--- src/rtl/matmul_uart_sequencer.sv ---
// UART-driven job sequencer for a 3x3 matrix multiplier: collects 18 operand
// bytes after a request header, runs the multiplier, then streams back a
// response header and the nine 6-bit result elements (or an error byte).
module matmul_uart_sequencer #(
  parameter logic [7:0]  HDR_IN   = 8'hA5,
  parameter logic [7:0]  HDR_OUT  = 8'h5A,
  parameter logic [7:0]  ERR_BYTE = 8'hEE,
  parameter int unsigned TIMEOUT  = 32
) (
  input  logic        clk,
  input  logic        rst,
  input  logic        rx_valid,
  input  logic [7:0]  rx_data,
  output logic        tx_valid,
  output logic [7:0]  tx_data,
  input  logic        tx_ready,
  output logic        mm_load,
  output logic [26:0] mm_matrixA,
  output logic [26:0] mm_matrixB,
  input  logic [53:0] mm_result,
  input  logic [1:0]  mm_state,
  output logic        busy,
  output logic        err,
  output logic [7:0]  job_count
);

  typedef enum logic [2:0] {
    S_IDLE, S_RECV, S_LOAD, S_WAIT, S_SEND_HDR, S_SEND_DATA, S_SEND_ERR
  } state_t;

  state_t      state_q, state_d;
  logic [4:0]  idx_q, idx_d;
  logic [3:0]  j_q, j_d;
  logic [31:0] wait_cnt_q, wait_cnt_d;
  logic [1:0]  mm_prev_q;
  logic [53:0] res_q, res_d;
  logic [26:0] mat_a_q, mat_a_d, mat_b_q, mat_b_d;
  logic        mm_load_q, mm_load_d;
  logic        tx_valid_q, tx_valid_d;
  logic [7:0]  tx_data_q, tx_data_d;
  logic        busy_q, busy_d;
  logic        err_q, err_d;
  logic [7:0]  job_count_q, job_count_d;

  // State and output registers; everything returns to zero on reset.
  always_ff @(posedge clk or posedge rst) begin
    if (rst) begin
      state_q     <= S_IDLE;
      idx_q       <= '0;
      j_q         <= '0;
      wait_cnt_q  <= '0;
      mm_prev_q   <= '0;
      res_q       <= '0;
      mat_a_q     <= '0;
      mat_b_q     <= '0;
      mm_load_q   <= 1'b0;
      tx_valid_q  <= 1'b0;
      tx_data_q   <= '0;
      busy_q      <= 1'b0;
      err_q       <= 1'b0;
      job_count_q <= '0;
    end else begin
      state_q     <= state_d;
      idx_q       <= idx_d;
      j_q         <= j_d;
      wait_cnt_q  <= wait_cnt_d;
      mm_prev_q   <= mm_state;
      res_q       <= res_d;
      mat_a_q     <= mat_a_d;
      mat_b_q     <= mat_b_d;
      mm_load_q   <= mm_load_d;
      tx_valid_q  <= tx_valid_d;
      tx_data_q   <= tx_data_d;
      busy_q      <= busy_d;
      err_q       <= err_d;
      job_count_q <= job_count_d;
    end
  end

  // Next-state logic; tx_valid/tx_data are computed one cycle ahead so the
  // registered outputs present each new byte right after the prior handshake.
  always_comb begin
    state_d     = state_q;
    idx_d       = idx_q;
    j_d         = j_q;
    wait_cnt_d  = wait_cnt_q;
    res_d       = res_q;
    mat_a_d     = mat_a_q;
    mat_b_d     = mat_b_q;
    mm_load_d   = 1'b0;
    tx_valid_d  = tx_valid_q;
    tx_data_d   = tx_data_q;
    err_d       = err_q;
    job_count_d = job_count_q;

    case (state_q)
      S_IDLE: begin
        if (rx_valid && rx_data == HDR_IN) begin
          state_d = S_RECV;
          err_d   = 1'b0;
          idx_d   = '0;
        end
      end
      S_RECV: begin
        if (rx_valid) begin
          if (rx_data[7:3] != 5'd0) begin
            err_d      = 1'b1;
            state_d    = S_SEND_ERR;
            tx_valid_d = 1'b1;
            tx_data_d  = ERR_BYTE;
          end else begin
            for (int unsigned k = 0; k < 9; k++) begin
              if (idx_q == 5'(k))     mat_a_d[3*k +: 3] = rx_data[2:0];
              if (idx_q == 5'(k + 9)) mat_b_d[3*k +: 3] = rx_data[2:0];
            end
            idx_d = idx_q + 5'd1;
            if (idx_q == 5'd17) state_d = S_LOAD;
          end
        end
      end
      S_LOAD: begin
        if (mm_state == 2'd0) begin
          mm_load_d  = 1'b1;
          wait_cnt_d = '0;
          state_d    = S_WAIT;
        end
      end
      S_WAIT: begin
        if (mm_prev_q == 2'd3 && mm_state == 2'd0) begin
          res_d      = mm_result;
          state_d    = S_SEND_HDR;
          tx_valid_d = 1'b1;
          tx_data_d  = HDR_OUT;
        end else if (wait_cnt_q == TIMEOUT - 1) begin
          err_d      = 1'b1;
          state_d    = S_SEND_ERR;
          tx_valid_d = 1'b1;
          tx_data_d  = ERR_BYTE;
        end else begin
          wait_cnt_d = wait_cnt_q + 32'd1;
        end
      end
      S_SEND_HDR: begin
        if (tx_ready) begin
          state_d   = S_SEND_DATA;
          j_d       = '0;
          tx_data_d = {2'b00, res_q[5:0]};
        end
      end
      S_SEND_DATA: begin
        if (tx_ready) begin
          if (j_q == 4'd8) begin
            state_d     = S_IDLE;
            tx_valid_d  = 1'b0;
            job_count_d = job_count_q + 8'd1;
          end else begin
            j_d = j_q + 4'd1;
            for (int unsigned k = 1; k < 9; k++) begin
              if (j_q + 4'd1 == 4'(k)) tx_data_d = {2'b00, res_q[6*k +: 6]};
            end
          end
        end
      end
      S_SEND_ERR: begin
        if (tx_ready) begin
          state_d    = S_IDLE;
          tx_valid_d = 1'b0;
        end
      end
      default: state_d = S_IDLE;
    endcase

    busy_d = (state_d != S_IDLE);
  end

  assign tx_valid   = tx_valid_q;
  assign tx_data    = tx_data_q;
  assign mm_load    = mm_load_q;
  assign mm_matrixA = mat_a_q;
  assign mm_matrixB = mat_b_q;
  assign busy       = busy_q;
  assign err        = err_q;
  assign job_count  = job_count_q;

endmodule

--- config.mk ---
export PLATFORM = sky130hd
export DESIGN_NAME = matmul_uart_sequencer
export DESIGN_NICKNAME = d
export VERILOG_FILES = /design/src/rtl/matmul_uart_sequencer.sv
export SDC_FILE = /design/constraint.sdc
export NUM_CORES = 1
export LEC_CHECK = 0
export ABC_CLOCK_PERIOD_IN_PS = 10300
export CORE_ASPECT_RATIO = 1.2
export CORE_MARGIN = 5
export CORE_UTILIZATION = 58
export DETAILED_ROUTE_END_ITERATION = 6
export PLACE_DENSITY = 0.86
export SETUP_SLACK_MARGIN = 0.02
export SYNTH_ARGS = -nofsm -noshare
export SYNTH_HDL_FRONTEND = slang
export SYNTH_SLANG_ARGS = --single-unit
export TNS_END_PERCENT = 20
--- constraint.sdc ---
create_clock -name clk -period 10.3 [get_ports clk]
set_input_delay 1.545 -clock clk [delete_from_list [all_inputs] [get_ports clk]]
set_output_delay 1.545 -clock clk [all_outputs]
set_load 0.005 [all_outputs]
# After elaboration in Yosys (flattened, before gate mapping)
# Cells that the tools add are included.
dict set report classes {
  add_sub_neg 4
  eq_ne 50
  n_mux 53
  bitwise_logic 1
  n_reduce_logical 39
}
# operator n
set op_table {}
lappend op_table {{8-bit 2-to-1 mux} 15}
lappend op_table {{32-bit 2-to-1 mux} 3}
lappend op_table {{4-bit AND reduction} 21}
lappend op_table {{32-bit case mux with 2 select lines} 1}
lappend op_table {{5-bit by 4-bit == test with 1-bit output, second input constant} 8}
lappend op_table {{3-bit 2-to-1 mux} 11}
lappend op_table {{32-bit by 1-bit adder with 32-bit output, second input constant} 1}
lappend op_table {{32-bit by 5-bit == test with 1-bit output, second input constant} 1}
lappend op_table {{8-bit case mux with 4 select lines} 1}
lappend op_table {{2-bit != test, second input constant} 13}
lappend op_table {{3-bit case mux with 7 select lines} 1}
lappend op_table {{5-bit by 3-bit == test with 1-bit output, second input constant} 4}
lappend op_table {{4-bit by 3-bit == test with 1-bit output, second input constant} 4}
lappend op_table {{5-bit 2-to-1 mux} 3}
lappend op_table {{4-bit 2-to-1 mux} 3}
lappend op_table {{1-bit 2-to-1 mux} 11}
lappend op_table {{5-bit by 2-bit == test with 1-bit output, second input constant} 2}
lappend op_table {{5-bit == test, second input constant} 2}
lappend op_table {{5-bit case mux with 2 select lines} 1}
lappend op_table {{3-bit == test, second input constant} 3}
lappend op_table {{9-bit != test, second input constant} 1}
lappend op_table {{8-bit by 1-bit adder with 8-bit output, second input constant} 1}
lappend op_table {{4-bit by 2-bit == test with 1-bit output, second input constant} 2}
lappend op_table {{4-bit == test, second input constant} 2}
lappend op_table {{other kinds (26)} 32}
dict set report totals {
  regBits 174
  in_bits 68
  output_inout_bits 74
  word_cells 177
}

# Logic depth before layout (Yosys ltp)
dict set report depth {
  word_depth 13
  mapped_depth 11
  ltp_nobuf 9
}

# Least setup slack after synthesis
# No wires, ideal clock.
dict set report synth_timing {
  path_type {input to register}
  startpoint {input port rx_data[4]}
  endpoint {register busy_q, in the netlist busy}
  setup_time_ns 0.131
  arrival_ns 3.105
  required_ns 10.169
  slack_ns 7.063
  stages 7
  n_path_buf 0
  path_cell_list {or3_1 > or3_1 > a21o_1 > nand2_1 > nor2_1 > a31o_2 > or3_1}
}
dict set report synth_between {
  elab_chain_cells 5
  word_cells_on_any_way 8
  cone_classes {eq/ne (1); mux (4); reduce/logical (3)}
}
# element line_no
set synth_rtl {}
lappend synth_rtl {{start: declaration} 13} ;# input logic [7:0] rx_data,
lappend synth_rtl {{8-bit == test or 5-bit nonzero test (tied branches)} {98, 106}}
lappend synth_rtl {{1-bit logical AND or 3-bit 2-to-1 mux (tied branches)} {98, 106}}
lappend synth_rtl {{3-bit 2-to-1 mux, on equally long branches} {98, 105}}
lappend synth_rtl {{3-bit case mux with 7 select lines *} 96} ;# case (state_q)
lappend synth_rtl {{net state_d[2]} 31} ;# state_t state_q, state_d;
lappend synth_rtl {{3-bit nonzero test *} 173} ;# busy_d = (state_d != S_IDLE);
lappend synth_rtl {{net busy_d} 41} ;# logic busy_q, busy_d;
lappend synth_rtl {{end signal: assignment} 74} ;# busy_q <= busy_d;
lappend synth_rtl {{end: declaration} 41}
# Mark *: on every way through the listed nets, which the timed path passes. The rest lies on a longest branch.
# A chain may end at the register's enable or synchronous reset.

# Worst setup path in the final report
dict set report layout_timing {
  startpoint {input port mm_state[1]}
  endpoint {register tx_data_q[5], in the netlist tx_data[5]}
}
dict set report layout_between {
  elab_chain_cells 4
  word_cells_on_any_way 6
  cone_classes {eq/ne (1); mux (2); reduce/logical (3)}
}
# element line_no
set layout_rtl {}
lappend layout_rtl {{start: declaration} 21} ;# input logic [1:0] mm_state,
lappend layout_rtl {{2-bit zero test *} 129} ;# if (mm_prev_q == 2'd3 && mm_state == 2'd0) begin
lappend layout_rtl {{1-bit logical AND *} 129}
lappend layout_rtl {{3-bit != test (no source line) or 8-bit 2-to-1 mux (tied branches)} --}
lappend layout_rtl {{8-bit AND reduction (no source line) or 8-bit case mux with 4 select lines (tied branches)} --}
lappend layout_rtl {{end signal: assignment} 73} ;# tx_data_q <= tx_data_d;
lappend layout_rtl {{end: declaration} 40} ;# logic [7:0] tx_data_q, tx_data_d;
# Mark *: on every way between the ends. The rest lies on a longest branch, timed or not.

==> results.tsv <==
metric	value	unit
min_from	job_count[7]	
synthXorXnorAreaFrac	3.35	%
skew	0.0111	ns
clk_latency	0.43	ns
holdCritPathClass	reg -> reg	
fmax	0.271	GHz
first_iter_violations	527	
clock-sinks	174	
worstPathArrival	4.05	ns
nets	961	
rows	48	
antenna_cells	0	
synthAdderAreaFrac	1.64	%
p_leak	4.76	nW
yosys-mux-area-fraction	14.8	%
vias_per_cell	5.94	
root_buffer	clkbuf_16	
synth_top_area_cell	dfrtp_1	
cts_tree	yes	
slew_viol_final	0	
grt_usage	25.1	%
drive_above_1_share	17.7	%
grt.overflow.total	0	
syn_to_final_growth	25.2	%
dieArea	0.0169	mm2
rsz0062_at_grt	no	
ys_ff_latch	174	
seq_area	0.00435	mm2
die_w	120	um
clk_pin_slew	0.06	ns
vias	6350	
synth-simple-area-share	14.3	%
critPathMaxFanout	15	
setup_violations	0	
synth_area	0.00837	mm2
ctsHoldBuffers	0	
cap_violations	0	
crit_type	in -> reg	
wl_per_cell	19.4	um
cts_resized	0	
synth_top_family_by_area	multiplexers	
fin_ws	6.61	ns
hold_violations	0	
start_util	58.6	%
slew_headroom	38.2	%
fillers	1001	
worstPathRequired	10.66	ns
min_period	3.69	ns
core-area	0.0143	mm2
syn_area_per_cell	11.1	um2
antenna_found_initial	0	
cts_max_path_buffers	2	
pre_cts_slack	6.19	ns
endpoint_kind	flip-flop	
grt_max_degree	103	
synth_top_cell_area_share	52.0	%
gp_congestion	0.881	
synthArstFlopShare	100	%
portBuffers	141	
fin_crit_sh	35.9	%
start_kind	input pin	
p_per_area	203	mW/mm2
ys_types	66	
first_pass_iters	5	
drc	0	
r2r-start	j_q[0]	
finalSetupTns	0	ns
grt_pass1_wl	33700	um
status	complete, no violations	
yosysWarnings	0	
first_global_vias	6524	
synth-compound-area-share	10.8	%
crit_start	mm_state[1]	
place_hpwl	14300	um
synth_area_leaders	dfrtp_1, mux2_2, nor2_1, xnor2_1, o21ai_0	
worstMarginPinSlew	0.927	ns
synthFlopType	dfrtp_1	
postCtsSetupBuffers	0	
multi_input_area	0.00376	mm2
ant_nets	0	
drt_wl_total	20800	um
syn_inst	756	
h-tree-depth	4	
cts_buffers	17	
seq_area_frac_synth	52.0	%
synth_nets	835	
io_pins	142	
max-vdd-ir-drop	131	uV
synth_edf_count	0	
die_y	142	um
==> final cells by class <==
type,count,area share (%)
flip-flops and latches,174,41.6
multi-input cells,522,35.9
repair buffers,146,13.8
clock buffers,22,4.53
well taps,175,2.09
clock inverters,9,1.27
inverters,21,0.800
==> per-stage QoR <==
step                instances  total power (W)  utilization, %  cell area (um2)  hold slack [ns]
floorplan                 756          0.00126               -             8370            0.468
global placement         1038          0.00145            69.0             9870            0.461
detailed placement       1038          0.00146            69.0             9870            0.472
CTS                      1069          0.00214            73.3            10500            0.485
global route             1069          0.00224            73.3            10500            0.499
finish                   1069          0.00213            73.3            10500            0.476
==> layer usage <==
layer	global-route usage [%]	share of wire (%)	wire length, um	vias to the layer above
li1	-	-	-	2953
met1	29.7	39	8050	3137
met2	42.9	51	10600	219
met3	8.09	7.8	1620	41
met4	9.59	2.6	549	0
met5	0	0	0	-
==> sequential cells by signal (all words and copies together) (netlist names), 3 cells and up <==
name	flops
idx_q	5
j_q	4
job_count	8
mm_matrixA	27
mm_matrixB	27
res_q	54
state_q	3
tx_data	8
wait_cnt_q	32
==> cells by family after synthesis <==
logic type,count (synthesis)
DFF,174
xor gates and xnor gates,32
and+or+nand+nor,233
muxes,110
buffers and inverters,60
AOI/OAI and AO/OA,136
adders and majority gates,11
==> worst paths after layout <==
check | slack, ns | cells past startpoint | endpoint
setup reg to reg | 6.96 | 9 | tx_data[2]
setup / recovery | 6.61 | 7 | tx_data[5]
min in group asynchronous | 1.66 | 2 | wait_cnt_q[20]
hold / removal | 0.48 | 1 | job_count[7]
max in group asynchronous | 7.18 | 3 | res_q[7]
hold reg to reg | 0.48 | 1 | job_count[7]
==> power breakdown <==
part	switching, W	internal [W]
Sequential	0.000111	0.000788
Clock	0.000261	0.000401
Combinational	0.000314	0.000256
Total	0.000686	0.00144
==> critical path: stages <==
cell and delay, ns:
clkdlybuf4s50_1 0.45, nor4bb_1 0.78, a211o_1 0.23, nand2_1 0.10, o21bai_2 0.34, a2111oi_0 0.39
a221o_1 0.21
==> cell usage in the layout, fill, tap and decap left out, types with 3 or more instances in the layout <==
cell and instances:
and2_1 7, clkbuf_16 17, ha_1 11, xor2_1 7, buf_4 5, and4_1 5, nor2b_1 11, inv_1 19
a221oi_1 3, a41oi_1 3, nand3_1 23, nor2_1 61, dfrtp_1 174, nor4_1 7, o221ai_1 3, clkbuf_8 3
nand2_1 49, clkdlybuf4s50_1 141, nor3_1 14, bufinv_16 3, nand2b_1 6, mux2_2 110, a21oi_1 26, nand4_1 10
or3_1 13, a21o_1 4, a31oi_1 5, a22o_1 5, xnor2_1 25, o22ai_1 5, and3_1 12, a22oi_1 3
inv_6 3, o21ai_0 41, a211oi_1 9, o21bai_1 3
==> synth_stat cells (3+ instances only) <==
library cell and number:
nor2_1 61, xor2_1 7, nand3_1 23, and2_1 7, a22oi_1 3, o221ai_1 3, and3_1 12, a211oi_1 9
or3_1 13, a41oi_1 3, a21o_1 4, a22o_1 5, nor2b_1 11, nand2_1 49, a31oi_1 5, o21ai_0 41
o22ai_1 5, xnor2_1 25, mux2_2 110, nor3_1 14, and4_1 5, o21bai_1 3, a21oi_1 26, a221oi_1 3
buf_2 11, ha_1 11, nor4_1 7, buf_1 4, inv_1 20, dfrtp_1 174, nand2b_1 7, clkbuf_1 22
nand4_1 10
(Power assumes the default switching activity.)
